===== config.mk =====
export PLATFORM = sky130hd
export DESIGN_NAME = mux_arb_8
export DESIGN_NICKNAME = d
export VERILOG_FILES = /design/src/rtl/mux_arb_8.sv
export SDC_FILE = /design/constraint.sdc
export NUM_CORES = 1
export LEC_CHECK = 0
export ABC_AREA = 1
export CORE_MARGIN = 4
export CORE_UTILIZATION = 35
export DETAILED_ROUTE_END_ITERATION = 7
export GPL_TIMING_DRIVEN = 0
export PLACE_DENSITY = 0.66
export SETUP_SLACK_MARGIN = 0.02
export SYNTH_ARGS = -nofsm -noshare
export SYNTH_HDL_FRONTEND = slang
export SYNTH_SLANG_ARGS = --single-unit

===== constraint.sdc =====
create_clock -name clk_i -period 6.18 [get_ports clk_i]
set_clock_uncertainty 0.05 [all_clocks]
set_input_delay 1.545 -clock clk_i [delete_from_list [all_inputs] [get_ports clk_i]]
set_output_delay 1.545 -clock clk_i [all_outputs]
set_load 0.005 [all_outputs]

===== src/rtl/mux_arb_8.sv =====
// Round-robin arbiter owning the select of an N:1 data mux, presenting the chosen word on a valid/ready channel.
// Optional `MUX_ARB_LOCK_EN adds lock_i for multi-word bursts that hold the grant across transfers.
module mux_arb_8 #(
    parameter  int N  = 8,
    parameter  int DW = 8,
    localparam int SW = $clog2(N)
) (
    input  logic            clk_i,
    input  logic            rst_ni,
    input  logic [N-1:0]    req_i,
    input  logic [N*DW-1:0] a_i,
`ifdef MUX_ARB_LOCK_EN
    input  logic [N-1:0]    lock_i,
`endif
    input  logic            ready_i,
    output logic            valid_o,
    output logic [DW-1:0]   y_o,
    output logic [SW-1:0]   s_o,
    output logic [N-1:0]    ack_o,
    output logic            busy_o
);

    typedef enum logic {ST_IDLE, ST_GRANT} state_t;

    state_t        r_state, w_state_nxt;
    logic [SW-1:0] r_sel, w_sel_nxt;
    logic [SW-1:0] r_ptr, w_ptr_nxt, w_ptr_adv;
    logic [N-1:0]  w_masked;
    logic          w_busy, w_valid, w_xfer, w_lock;
    logic [DW-1:0] w_y;
    logic [N-1:0]  w_ack;

    // First set request scanning from ptr upward, wrapping modulo N.
    function automatic logic [SW-1:0] f_arb(input logic [N-1:0] req, input logic [SW-1:0] ptr);
        logic [SW-1:0] win;
        logic [SW-1:0] k;
        logic          found;
        int unsigned   idx;
        win   = '0;
        found = 1'b0;
        for (int unsigned i = 0; i < N; i++) begin
            idx = (32'(ptr) + i) % N;
            k   = SW'(idx);
            if (!found && req[k]) begin
                win   = k;
                found = 1'b1;
            end
        end
        return win;
    endfunction

`ifdef MUX_ARB_LOCK_EN
    assign w_lock = lock_i[r_sel];
`else
    assign w_lock = 1'b0;
`endif

    assign w_busy    = (r_state == ST_GRANT);
    assign w_valid   = w_busy && req_i[r_sel];
    assign w_xfer    = w_valid && ready_i;
    assign w_ptr_adv = (r_sel == SW'(N - 1)) ? '0 : r_sel + 1'b1;

    always_comb begin
        w_y = '0;
        for (int unsigned k = 0; k < N; k++) begin
            if (SW'(k) == r_sel) w_y = a_i[k*DW +: DW];
        end
    end

    always_comb begin
        w_ack = '0;
        if (w_xfer) w_ack[r_sel] = 1'b1;
    end

    always_comb begin
        w_state_nxt     = r_state;
        w_sel_nxt       = r_sel;
        w_ptr_nxt       = r_ptr;
        w_masked        = req_i;
        w_masked[r_sel] = 1'b0;
        case (r_state)
            ST_IDLE: begin
                if (|req_i) begin
                    w_state_nxt = ST_GRANT;
                    w_sel_nxt   = f_arb(req_i, r_ptr);
                end
            end
            ST_GRANT: begin
                if (!w_valid) begin
                    w_state_nxt = ST_IDLE;
                end else if (w_xfer && !w_lock) begin
                    // Re-arbitrate in the transfer cycle so back-to-back grants need no idle cycle.
                    w_ptr_nxt = w_ptr_adv;
                    if (|w_masked) w_sel_nxt = f_arb(w_masked, w_ptr_adv);
                    else           w_state_nxt = ST_IDLE;
                end
            end
            default: w_state_nxt = ST_IDLE;
        endcase
    end

    always_ff @(posedge clk_i or negedge rst_ni) begin
        if (!rst_ni) begin
            r_state <= ST_IDLE;
            r_sel   <= '0;
            r_ptr   <= '0;
        end else begin
            r_state <= w_state_nxt;
            r_sel   <= w_sel_nxt;
            r_ptr   <= w_ptr_nxt;
        end
    end

    assign valid_o = w_valid;
    assign y_o     = w_y;
    assign s_o     = r_sel;
    assign ack_o   = w_ack;
    assign busy_o  = w_busy;

endmodule


Word-level counts from Yosys, hierarchy flattened
Index checks and enable logic that the tools add are counted.
{"block": "totals", "out_inout_bits": 21, "wordCells": 215, "ff_bits": 7, "in_bits": 75}
{"block": "classes", "n_addsub": 15, "n_eq_ne": 12, "reduce_logical": 36, "mux": 128, "bitwise_logic": 3, "n_lt_le_gt_ge": 18}
{"operator": "two-way mux 1 bit", "n": 78}
{"operator": "two-way mux 8 bit", "n": 9}
{"operator": "< comparator 3 x 4 -> 1 bit (second input constant)", "n": 17}
{"operator": "two-way mux 3 bit", "n": 21}
{"operator": "binary-select mux 1 bit (select 3 bit)", "n": 17}
{"operator": "adder 3 bit (second input constant)", "n": 8}
{"operator": "logical AND 1 bit", "n": 17}
{"operator": "OR reduction 8 bit", "n": 2}
{"operator": "logical NOT 1 bit", "n": 14}
{"operator": "adder 3 x 2 -> 3 bit (second input constant)", "n": 4}
{"operator": "equality test 3 bit (first input constant)", "n": 4}
{"operator": "adder 3 x 1 -> 3 bit (second input constant)", "n": 3}
{"operator": "bitwise AND 8 bit", "n": 1}
{"operator": "NOT 8 bit", "n": 1}
{"operator": "equality test 2 x 3 -> 1 bit (first input constant)", "n": 2}
{"operator": "inequality test 2 x 1 -> 1 bit (second input constant)", "n": 3}
{"operator": "one-hot mux 3 bit (2 select lines)", "n": 1}
{"operator": "AND reduction 4 bit", "n": 1}
{"operator": "demux 1 bit (select 3 bit)", "n": 1}
{"operator": "equality test 1 x 3 -> 1 bit (first input constant)", "n": 1}
{"operator": "equality test 3 bit (second input constant)", "n": 1}
{"operator": "greater-or-equal comparator 3 x 1 -> 1 bit (second input constant)", "n": 1}
{"operator": "logical NOT 3 bit", "n": 1}
{"operator": "AND reduction 3 bit", "n": 1}
{"operator": "3 further kinds", "n": 3}

Longest topological paths before layout
{"block": "depth", "ltp_word": 62, "mapped_depth": 21}

Worst setup path after synthesis
OpenSTA, ideal clock, no wires.
{"block": "synth_timing", "path_type": "input-to-output", "startpoint": "input req_i[5]", "endpoint": "output ack_o[0]", "t_arrival_ns": 2.395, "n_path_buf": 0, "t_required_ns": 4.585, "cell_stages": 8, "setup_slack_ns": 2.190, "cell_sequence": "inv_1 -> o22ai_1 -> nor2_1 -> o2111ai_1 -> nand2_1 -> nor2_2 -> inv_1 -> nor2_1"}
{"block": "synth_via", "elab_chain_len": 5}
{"element": "from (decl)", "line": "10", "rtl": "input logic [N-1:0] req_i,"}
{"element": "binary-select mux 1 bit (select 3 bit)", "line": "59", "rtl": "assign w_valid = w_busy && req_i[r_sel];"}
{"element": "two-way mux 1 bit (not written as such)", "line": "59"}
{"element": "logical AND 1 bit", "line": "59"}
{"element": "logical AND 1 bit", "line": "60", "rtl": "assign w_xfer = w_valid && ready_i;"}
{"element": "two-way mux 8 bit", "line": "72", "rtl": "if (w_xfer) w_ack[r_sel] = 1'b1;"}
{"element": "to (decl)", "line": "19", "rtl": "output logic [N-1:0] ack_o,"}
Every way passes these cells. The select of a mux whose other input is x is not followed.

Final worst setup path
{"block": "layout_timing", "startpoint": "input req_i[2]", "endpoint": "output ack_o[4]"}
The elaborated chain is that of the path after synthesis.

==> impl_metrics.json <==
{
  "dp_cells": 663,
  "end_kind": "output pin",
  "antenna_cells": 0,
  "cts_max_level": 1,
  "cts.path.max_buffers": 2,
  "grt_overflow": 0,
  "instances_no_fill": 667,
  "fin_tns_setup_ps": 0,
  "fmax_mhz": 182,
  "layout_common_cells": "nand2_1, clkdlybuf4s50_1, nand3_1, nor2_1, inv_1",
  "worst-path-max-fanout": 8,
  "r2r_slack_ps": 3200,
  "first_iter_violations": 157,
  "cp.arrival_ps": 3890,
  "hpwl_mm": 7.77,
  "ys_ff_latch": 7,
  "rsz0062_at_grt": "false",
  "clkLatencyLatePin_ps": 220,
  "cts_tree": "built",
  "reg2reg_from": "s_o[0]",
  "worstHoldPathType": "reg -> reg",
  "maxCapViolations": 0,
  "die_w_um": 92.6,
  "grt_pass1_wl_mm": 15.7,
  "final_area_um2": 3620,
  "synthCells": 472,
  "start_util": 0.365,
  "final_nets": 657,
  "ys_warn_count": 0,
  "synth_area_um2": 2510,
  "vias_per_cell": 5.31,
  "vias": 3542,
  "placed_area_um2": 3580,
  "whs_endpoint": "r_ptr[0]",
  "critical_path.max_stage_delay_ps": 660,
  "ir_worst_vdd_v": 0.000509,
  "clock-sinks": 7,
  "cts_made_buffers": 3,
  "crit_chain": "clkdlybuf4s50_1 -> inv_1 -> o22a_1 -> o2111ai_1 -> nand2_1 -> nor2_2 -> inv_1 -> nor2_1 -> clkdlybuf4s50_1",
  "hold_viol": 0,
  "die_h_um": 92.6,
  "wirelength_mm": 9.59,
  "critPathKind": "in -> out",
  "path_clk_slew_ps": 40,
  "ys_seq_area_frac": 0.0699,
  "antenna_found_initial": 0,
  "layout_commonest_cell": "nand2_1",
  "leakagePower_nw": 1.73,
  "finalPower_mw": 2.61,
  "floorplan.rows": 30,
  "required_ps": 4590,
  "drtAntennaViolNets": 0,
  "grt_use_total": 0.219,
  "synthesis.nets": 557,
  "slew_viol_final": 0,
  "synth.avg_cell_area_um2": 5.31,
  "area_growth_pct": 44.5,
  "reg2reg_depth": 15,
  "holdPathStages": 2,
  "synth_ff_type": "dfrtp_1",
  "synth_edf_count": 0,
  "core_area_um2": 6870,
  "min_from": "r_ptr[0]",
  "io_buffer_count": 95,
  "layout_min_cycle_time_ps": 5490,
  "cts_resized": 0,
  "max_slew_margin": 0.666,
  "ys_types": 40,
  "grt_pass1_vias": 3311,
  "tightest_slew_ps": 496,
  "gp_congestion": 0.869,
  "setup_violations": 0,
  "powerDensity_nw_per_um2": 720,
  "post_cts_buffers": 0,
  "grt_max_degree": 13,
  "synthArstFlopShare": 1.00,
  "ctsHoldBuffers": 0,
  "critPathLaunchType": "input port",
  "outcome": "completed",
  "die_area_um2": 8580,
  "cpMaxStageDelayCell": "clkdlybuf4s50_1",
  "final_layout_size_suffix_gt1_frac": 0.0630,
  "min_period_over_period": 0.888,
  "r2r-end": "s_o[0]",
  "cts_root_buf": "clkbuf_8",
  "io_pins": 96,
  "wl_per_cell_um": 14.4,
  "drc_errors": 0,
  "drt_first_pass_iters": 5
}
## routing by layer
metal | vias to the layer above | routed length [µm] | track usage
met5 | - | 0 | 0
met4 | 0 | 82 | 0.0427
met3 | 6 | 804 | 0.0252
met2 | 146 | 4400 | 0.386
met1 | 1601 | 4300 | 0.288
li1 | 1789 | - | -
## worst max-delay path, delay by kind of cell
kind,cells,cell delay (ps)
and+or+nand+nor,3,510
buffers and inverters,4,1540
AOI/OAI and AO/OA,2,280
## power by group
part | total [mW] | internal (mW) | switching (mW)
clock | 0.0617 | 0.0444 | 0.0173
sequential | 0.115 | 0.0709 | 0.0436
combinational | 2.43 | 0.902 | 1.53
## flip-flops by register name (all words and copies together), names as in the netlist
name and cells:
r_ptr 3, s_o 3, busy_o 1
## final cells by class
class / instances / area [µm²]
fill: 741 / 3250
inverter: 51 / 196
multi-input combinational: 400 / 2050
timing repair buffer: 95 / 951
clock buffer: 4 / 45.0
sequential: 7 / 175
buffer: 14 / 88.8
tap: 96 / 120
## cells by family after synthesis
family	Yosys count	synth area share
AND/OR/NAND/NOR	317	0.580
AO/OA/AOI/OAI	67	0.165
XOR/XNOR	6	0.0210
flip-flops	7	0.0699
adder cells (fa/ha/maj)	10	0.0499
buffers and inverters	65	0.114
## synthesized netlist by cell type, types with 4 or more instances
cell	count	share of area
buf_2	5	0.010
nor2_1	46	0.069
o21ai_1	4	0.0080
nand3b_1	5	0.015
o211ai_1	15	0.045
nor2_2	5	0.012
nand2_1	147	0.22
nand3_2	4	0.016
ha_1	10	0.050
a31oi_1	9	0.022
clkbuf_1	5	0.0075
nand3_1	91	0.18
o21ai_0	26	0.052
dfrtp_1	7	0.070
inv_1	45	0.067
nand4_1	8	0.020
## metrics by stage
step	util	hold WS, ps	setup slack, ps
floorplan	-	561	2190
global placement	0.521	681	704
detailed placement	0.521	665	708
CTS	0.527	673	705
global route	0.527	723	524
finish	0.527	674	692
## worst max path at each step
stage	from	end	slack (ps)	cells after the start
floorplan	req_i[5]	ack_o[0]	2190	8
global placement	req_i[3]	ack_o[4]	700	9
detailed placement	req_i[3]	ack_o[4]	710	9
CTS	req_i[3]	ack_o[4]	700	9
global route	req_i[2]	ack_o[4]	520	9
finish	req_i[2]	ack_o[4]	690	9
(Power assumes the default switching activity.)
